==> src/rtl/imem_loader.sv <==
// imem_loader: byte-stream writer for the 16-bit word-addressed instruction memory; holds the CPU while loading.
// Optional trailing checksum byte enabled by defining IMEM_LOADER_CHECKSUM_EN.
`default_nettype none

module imem_loader #(
   parameter int ADDR_W = 10,
   parameter int DEPTH  = 1024
) (
   input  logic              clock,
   input  logic              reset,
   input  logic              start,
   input  logic              byte_valid,
   input  logic [7:0]        byte_data,
   output logic              byte_ready,
   output logic              mem_we,
   output logic [ADDR_W-1:0] mem_addr,
   output logic [15:0]       mem_wdata,
   output logic              cpu_hold,
   output logic              done,
   output logic              error,
   output logic [ADDR_W:0]   words_loaded
);

   typedef enum logic [2:0] {
      S_IDLE    = 3'd0,
      S_LEN_HI  = 3'd1,
      S_LEN_LO  = 3'd2,
      S_DATA_HI = 3'd3,
      S_DATA_LO = 3'd4,
      S_CHK     = 3'd5,
      S_DONE    = 3'd6,
      S_ERR     = 3'd7
   } state_t;

   localparam logic [15:0] DEPTH16 = 16'(DEPTH);

   state_t            state;
   logic [7:0]        len_hi;
   logic [7:0]        data_hi;
   logic [ADDR_W:0]   n_words;
`ifdef IMEM_LOADER_CHECKSUM_EN
   logic [7:0]        csum;
`endif

   logic              xfer;
   logic [15:0]       len_full;
   logic [ADDR_W:0]   next_count;
   logic              last_word;

   assign xfer       = byte_valid & byte_ready;
   assign len_full   = {len_hi, byte_data};
   assign next_count = words_loaded + {{ADDR_W{1'b0}}, 1'b1};
   assign last_word  = (next_count == n_words);

   always_ff @(posedge clock) begin
      if (reset) begin
         state        <= S_IDLE;
         byte_ready   <= 1'b0;
         mem_we       <= 1'b0;
         mem_addr     <= '0;
         mem_wdata    <= '0;
         cpu_hold     <= 1'b0;
         done         <= 1'b0;
         error        <= 1'b0;
         words_loaded <= '0;
         len_hi       <= '0;
         data_hi      <= '0;
         n_words      <= '0;
`ifdef IMEM_LOADER_CHECKSUM_EN
         csum         <= '0;
`endif
      end else begin
         mem_we <= 1'b0;
         done   <= 1'b0;
         case (state)
            S_IDLE, S_DONE, S_ERR: begin
               if (start) begin
                  state        <= S_LEN_HI;
                  byte_ready   <= 1'b1;
                  cpu_hold     <= 1'b1;
                  error        <= 1'b0;
                  words_loaded <= '0;
`ifdef IMEM_LOADER_CHECKSUM_EN
                  csum         <= '0;
`endif
               end
            end
            S_LEN_HI: begin
               if (xfer) begin
                  len_hi <= byte_data;
                  state  <= S_LEN_LO;
               end
            end
            S_LEN_LO: begin
               if (xfer) begin
                  if (len_full == 16'd0) begin
                     state      <= S_DONE;
                     done       <= 1'b1;
                     cpu_hold   <= 1'b0;
                     byte_ready <= 1'b0;
                  end else if (len_full > DEPTH16) begin
                     state      <= S_ERR;
                     error      <= 1'b1;
                     cpu_hold   <= 1'b0;
                     byte_ready <= 1'b0;
                  end else begin
                     n_words <= len_full[ADDR_W:0];
                     state   <= S_DATA_HI;
                  end
               end
            end
            S_DATA_HI: begin
               if (xfer) begin
                  data_hi <= byte_data;
`ifdef IMEM_LOADER_CHECKSUM_EN
                  csum    <= csum ^ byte_data;
`endif
                  state   <= S_DATA_LO;
               end
            end
            S_DATA_LO: begin
               if (xfer) begin
                  // Write lands one cycle after the low byte; index advances with it.
                  mem_we       <= 1'b1;
                  mem_addr     <= words_loaded[ADDR_W-1:0];
                  mem_wdata    <= {data_hi, byte_data};
                  words_loaded <= next_count;
`ifdef IMEM_LOADER_CHECKSUM_EN
                  csum         <= csum ^ byte_data;
`endif
                  if (last_word) begin
`ifdef IMEM_LOADER_CHECKSUM_EN
                     state      <= S_CHK;
`else
                     state      <= S_DONE;
                     done       <= 1'b1;
                     cpu_hold   <= 1'b0;
                     byte_ready <= 1'b0;
`endif
                  end else begin
                     state <= S_DATA_HI;
                  end
               end
            end
`ifdef IMEM_LOADER_CHECKSUM_EN
            S_CHK: begin
               if (xfer) begin
                  cpu_hold   <= 1'b0;
                  byte_ready <= 1'b0;
                  if (byte_data == csum) begin
                     state <= S_DONE;
                     done  <= 1'b1;
                  end else begin
                     state <= S_ERR;
                     error <= 1'b1;
                  end
               end
            end
`endif
            default: begin
               state      <= S_IDLE;
               byte_ready <= 1'b0;
               cpu_hold   <= 1'b0;
            end
         endcase
      end
   end

endmodule

`default_nettype wire

==> config.mk <==
export PLATFORM = sky130hd
export DESIGN_NAME = imem_loader
export DESIGN_NICKNAME = d
export VERILOG_FILES = /design/src/rtl/imem_loader.sv
export SDC_FILE = /design/constraint.sdc
export NUM_CORES = 1
export LEC_CHECK = 0
export ABC_AREA = 0
export BUFFER_PORTS_ARGS = -buffer_cell sky130_fd_sc_hd__buf_2
export CAP_MARGIN = 15
export CORE_ASPECT_RATIO = 1.2
export CORE_MARGIN = 2
export CORE_UTILIZATION = 45
export DETAILED_ROUTE_END_ITERATION = 6
export HOLD_SLACK_MARGIN = 0.12
export PLACE_DENSITY = 0.77
export SETUP_SLACK_MARGIN = 0.4
export SYNTH_ARGS = -nofsm -noshare
export SYNTH_HDL_FRONTEND = slang
export SYNTH_SLANG_ARGS = --single-unit
==> constraint.sdc <==
create_clock -name clock -period 5 [get_ports clock]
set_clock_uncertainty 0.1 [all_clocks]
set_input_delay 0.75 -clock clock [delete_from_list [all_inputs] [get_ports clock]]
set_output_delay 0.75 -clock clock [all_outputs]
set_load 0.01 [all_outputs]
==> impl_metrics.prom <==
# TYPE chip_impl_metric gauge
chip_impl_metric{name="synth.distinct_cells",unit=""} 50
chip_impl_metric{name="vias_post_dr",unit=""} 2732
chip_impl_metric{name="worst-endpoint-arrival",unit="ns"} 3.05
chip_impl_metric{name="maxSlewViolCount",unit=""} 0
chip_impl_metric{name="finalHoldViolCount",unit=""} 0
chip_impl_metric{name="clock_tree.htree_level_count",unit=""} 3
chip_impl_metric{name="ys_ff_latch",unit=""} 71
chip_impl_metric{name="number_of_iterations_in_the_first_detailed_routing_pass",unit=""} 4
chip_impl_metric{name="clk_pin_slew_worst_paths",unit="ns"} 0.08
chip_impl_metric{name="delay_of_the_slowest_critical_path_stage",unit="ns"} 0.91
chip_impl_metric{name="post-place-ws",unit="ns"} 1.759
chip_impl_metric{name="fin_crit",unit="ns"} 2.936
chip_impl_info{name="setup.worst_path.end_class",value="flip-flop"} 1
chip_impl_metric{name="floorplan.core_area",unit="µm²"} 6813
chip_impl_metric{name="vias_per_cell",unit=""} 5.315
chip_impl_metric{name="dp.final_hpwl",unit="µm"} 4963
chip_impl_metric{name="fin_tns_setup",unit="ns"} 0
chip_impl_metric{name="avg_cell_area_syn",unit="µm²"} 8.347
chip_impl_metric{name="finalCoreUtilization",unit=""} 0.5385
chip_impl_info{name="crit_chain",value="buf_2 > nor4_1 > a31o_2 > nand3_1 > nor2_1 > mux2i_1 > nor2_1"} 1
chip_impl_metric{name="fmax",unit="GHz"} 0.3406
chip_impl_metric{name="syn-cell-area",unit="µm²"} 3147
chip_impl_info{name="timing.critical_path.mode_cell",value="nor2_1"} 1
chip_impl_metric{name="vertical_die_dimension",unit="µm"} 95.61
chip_impl_metric{name="final_cell_area_excluding_filler_cells",unit="µm²"} 3669
chip_impl_metric{name="max_cap_viol_count",unit=""} 0
chip_impl_metric{name="numClockSinks",unit=""} 71
chip_impl_info{name="status",value="finished clean"} 1
chip_impl_metric{name="drive_above_1_share",unit=""} 0.1967
chip_impl_metric{name="post_cts_hold_buffer_count",unit=""} 0
chip_impl_metric{name="insertedDiodeCount",unit=""} 0
chip_impl_metric{name="share_of_the_clock_period_used_by_the_worst_path_after_layout",unit=""} 0.5871
chip_impl_info{name="timing.setup.critical_path_class",value="input port to flip-flop"} 1
chip_impl_metric{name="synth_cells",unit=""} 377
chip_impl_metric{name="drt_drc_violations_left",unit=""} 0
chip_impl_metric{name="grt_pass1_vias",unit=""} 2478
chip_impl_metric{name="pwr_density_cell",unit="nW/µm²"} 356.9
chip_impl_metric{name="ir_worst_vdd",unit="µV"} 204.9
chip_impl_metric{name="postSynthNetCount",unit=""} 390
chip_impl_metric{name="post-cts-setup-buffers",unit=""} 0
chip_impl_metric{name="global_route_total_usage_across_every_layer",unit=""} 0.1981
chip_impl_metric{name="global_route_wire_length_before_repair",unit="µm"} 11810
chip_impl_metric{name="antenna_violating_nets_post_route",unit=""} 0
chip_impl_info{name="rsz0062_at_grt",value="no"} 1
chip_impl_info{name="cpMaxStageDelayCell",value="nor2_1"} 1
chip_impl_metric{name="synth_sequential_area_ratio",unit=""} 0.4517
chip_impl_info{name="worstSetupStartpointType",value="input port"} 1
chip_impl_info{name="worstHoldPathType",value="flip-flop to flip-flop"} 1
chip_impl_metric{name="ios",unit=""} 54
chip_impl_metric{name="drt_iter0_drc",unit=""} 121
chip_impl_metric{name="drt-wirelength-per-cell",unit="µm"} 13.91
chip_impl_metric{name="flow.area_growth_from_synthesis",unit="%"} 16.58
chip_impl_metric{name="cts_made_buffers",unit=""} 9
chip_impl_metric{name="antenna_found_initial",unit=""} 0
chip_impl_metric{name="totalWireLength",unit="µm"} 7150
chip_impl_metric{name="clock_latency",unit="ns"} 0.35
chip_impl_metric{name="fp.dieArea",unit="µm²"} 7680
chip_impl_metric{name="gp_congestion",unit=""} 0.7973
chip_impl_metric{name="grt_overflow_total",unit=""} 0
chip_impl_info{name="clock_tree_root_driver_cell",value="clkbuf_8"} 1
chip_impl_metric{name="max-clock-path-buffers",unit=""} 2
chip_impl_metric{name="finish.net_count",unit=""} 435
chip_impl_metric{name="tightest_slew",unit="ns"} 1.169
chip_impl_metric{name="crit_fanout",unit=""} 11
chip_impl_metric{name="maximum_number_of_pins_on_one_net_before_global_route_repair",unit=""} 62
chip_impl_metric{name="placement.cell_area",unit="µm²"} 3446
chip_impl_metric{name="num_rows",unit=""} 33
chip_impl_metric{name="io_buffers",unit=""} 53
chip_impl_metric{name="die_width",unit="µm"} 80.34
chip_impl_metric{name="post_cts_resize_count",unit=""} 0
chip_impl_metric{name="worst_slack",unit="ns"} 2.064
chip_impl_info{name="tritoncts",value="yes"} 1
chip_impl_metric{name="floorplan.initialDensity",unit=""} 0.4619
chip_impl_metric{name="max_slew_margin",unit=""} 0.2181
chip_impl_metric{name="timing.final.setup_violations",unit=""} 0
chip_impl_metric{name="worstPathRequired",unit="ns"} 5.11
chip_impl_metric{name="yosysWarnings",unit=""} 0
chip_impl_metric{name="standby_leakage_power",unit="nW"} 1.451
==> worst max-delay path: cells and delay by family <==
| family | cells | cell delay [ns] |
|---|---|---|
| AND/OR/NAND/NOR | 4 | 1.59 |
| multiplexers | 1 | 0.31 |
| AO/OA/AOI/OAI | 1 | 0.26 |
| buffers and inverters | 1 | 0.13 |
==> worst paths after layout <==
check	start	end	slack, ns	depth (start not counted)
worst max register to register	len_hi[0]	n_words[8]	2.31	6
worst min-delay path	mem_addr[6]	mem_addr[6]	0.35	2
worst max-delay path	byte_data[0]	n_words[8]	2.06	7
worst min register to register	mem_addr[6]	mem_addr[6]	0.35	2
==> routing by layer <==
layer,vias up,global-route usage,routed length [µm]
met4,0,0.08757,106
met5,-,0,0
met2,53,0.3278,3598
li1,1377,-,-
met3,10,0.04356,260
met1,1292,0.2466,3185
==> synth_stat cells (all sizes together) <==
master,number,area [µm²]
dfxtp,71,1421
nor4,4,40.04
or2,3,21.28
and2,3,18.77
o22ai,1,6.260
o41ai,1,8.760
nand2b,3,18.77
a21oi,35,175.2
o21ai,18,90.09
a21o,1,7.510
a22o,1,8.760
a31o,1,8.760
o211ai,2,15.01
o211a,1,10.01
mux2i,26,260.3
nand2,69,259.0
xnor2,11,96.34
clkbuf,15,56.30
nand4,3,25.02
and4,1,8.760
inv,4,15.01
nor3b,2,15.01
nand3,13,70.07
buf,8,48.79
nor3,6,51.30
a211oi,1,12.51
and3,3,23.77
ha,1,12.51
a311oi,1,8.760
o31ai,2,15.01
or4,2,15.01
clkinv,1,3.750
nand3b,2,15.01
o311a,1,10.01
a31oi,3,18.77
nor2,49,186.4
a21boi,1,7.510
xor2,7,61.31
==> registers in the layout (all words and copies together), names as in the netlist <==
register / flops
mem_addr: 10
mem_we: 1
error: 1
mem_wdata: 16
len_hi: 8
n_words: 11
done: 1
words_loaded: 11
cpu_hold: 1
state: 3
data_hi: 8
==> layout make-up <==
class	count	area [µm²]
fill	652	3144
multi-input combinational	278	1602
sequential	71	1421
timing repair buffer	57	295.3
clock buffer	11	141.4
tap	87	108.9
clock inverter	5	81.33
inverter	5	18.77
==> kinds of logic after synthesis <==
logic type                 after synthesis  synth area share
and+or+nand+nor                        163            0.2441
buffers and inverters                   28           0.03936
xor gates and xnor gates                18           0.05010
DFF                                     71            0.4517
adders and majority gates                1          0.003976
muxes                                   26           0.08270
AOI/OAI and AO/OA                       70            0.1280
==> cells in the final DEF (no fill, tap or decap), drive strengths merged, types with 2 or more instances in the layout <==
master and n:
mux2i 26, xor2 7, a21oi 35, nand4 3
bufinv 2, nor4 4, nor3 6, nand3 13
nand2 69, xnor2 11, buf 57, o21ai 18
o31ai 2, clkinv 3, inv 4, o211ai 2
nor2 49, a31oi 3, and3 3, nand2b 3
or4 2, nor3b 2, dfxtp 71, clkbuf 11
and2 3, or2 3, nand3b 2
==> power by group <==
part	internal [mW]	leakage (nW)	switching, mW
clock	0.295	0.110	0.214
sequential	0.583	0.572	0.0340
combinational	0.0740	0.769	0.109
total	0.952	1.45	0.357
==> metrics by stage <==
| stage | hold slack (ns) | instances | total power, mW |
|---|---|---|---|
| CTS | 0.3559 | 514 | 1.312 |
| global placement | 0.3404 | 498 | 0.8048 |
| global route | 0.3758 | 514 | 1.367 |
| detailed placement | 0.3446 | 498 | 0.8100 |
| floorplan | 0.3312 | 377 | 0.7692 |
| finish | 0.3528 | 514 | 1.309 |
Note: power is estimated with default switching activity, not from simulation.
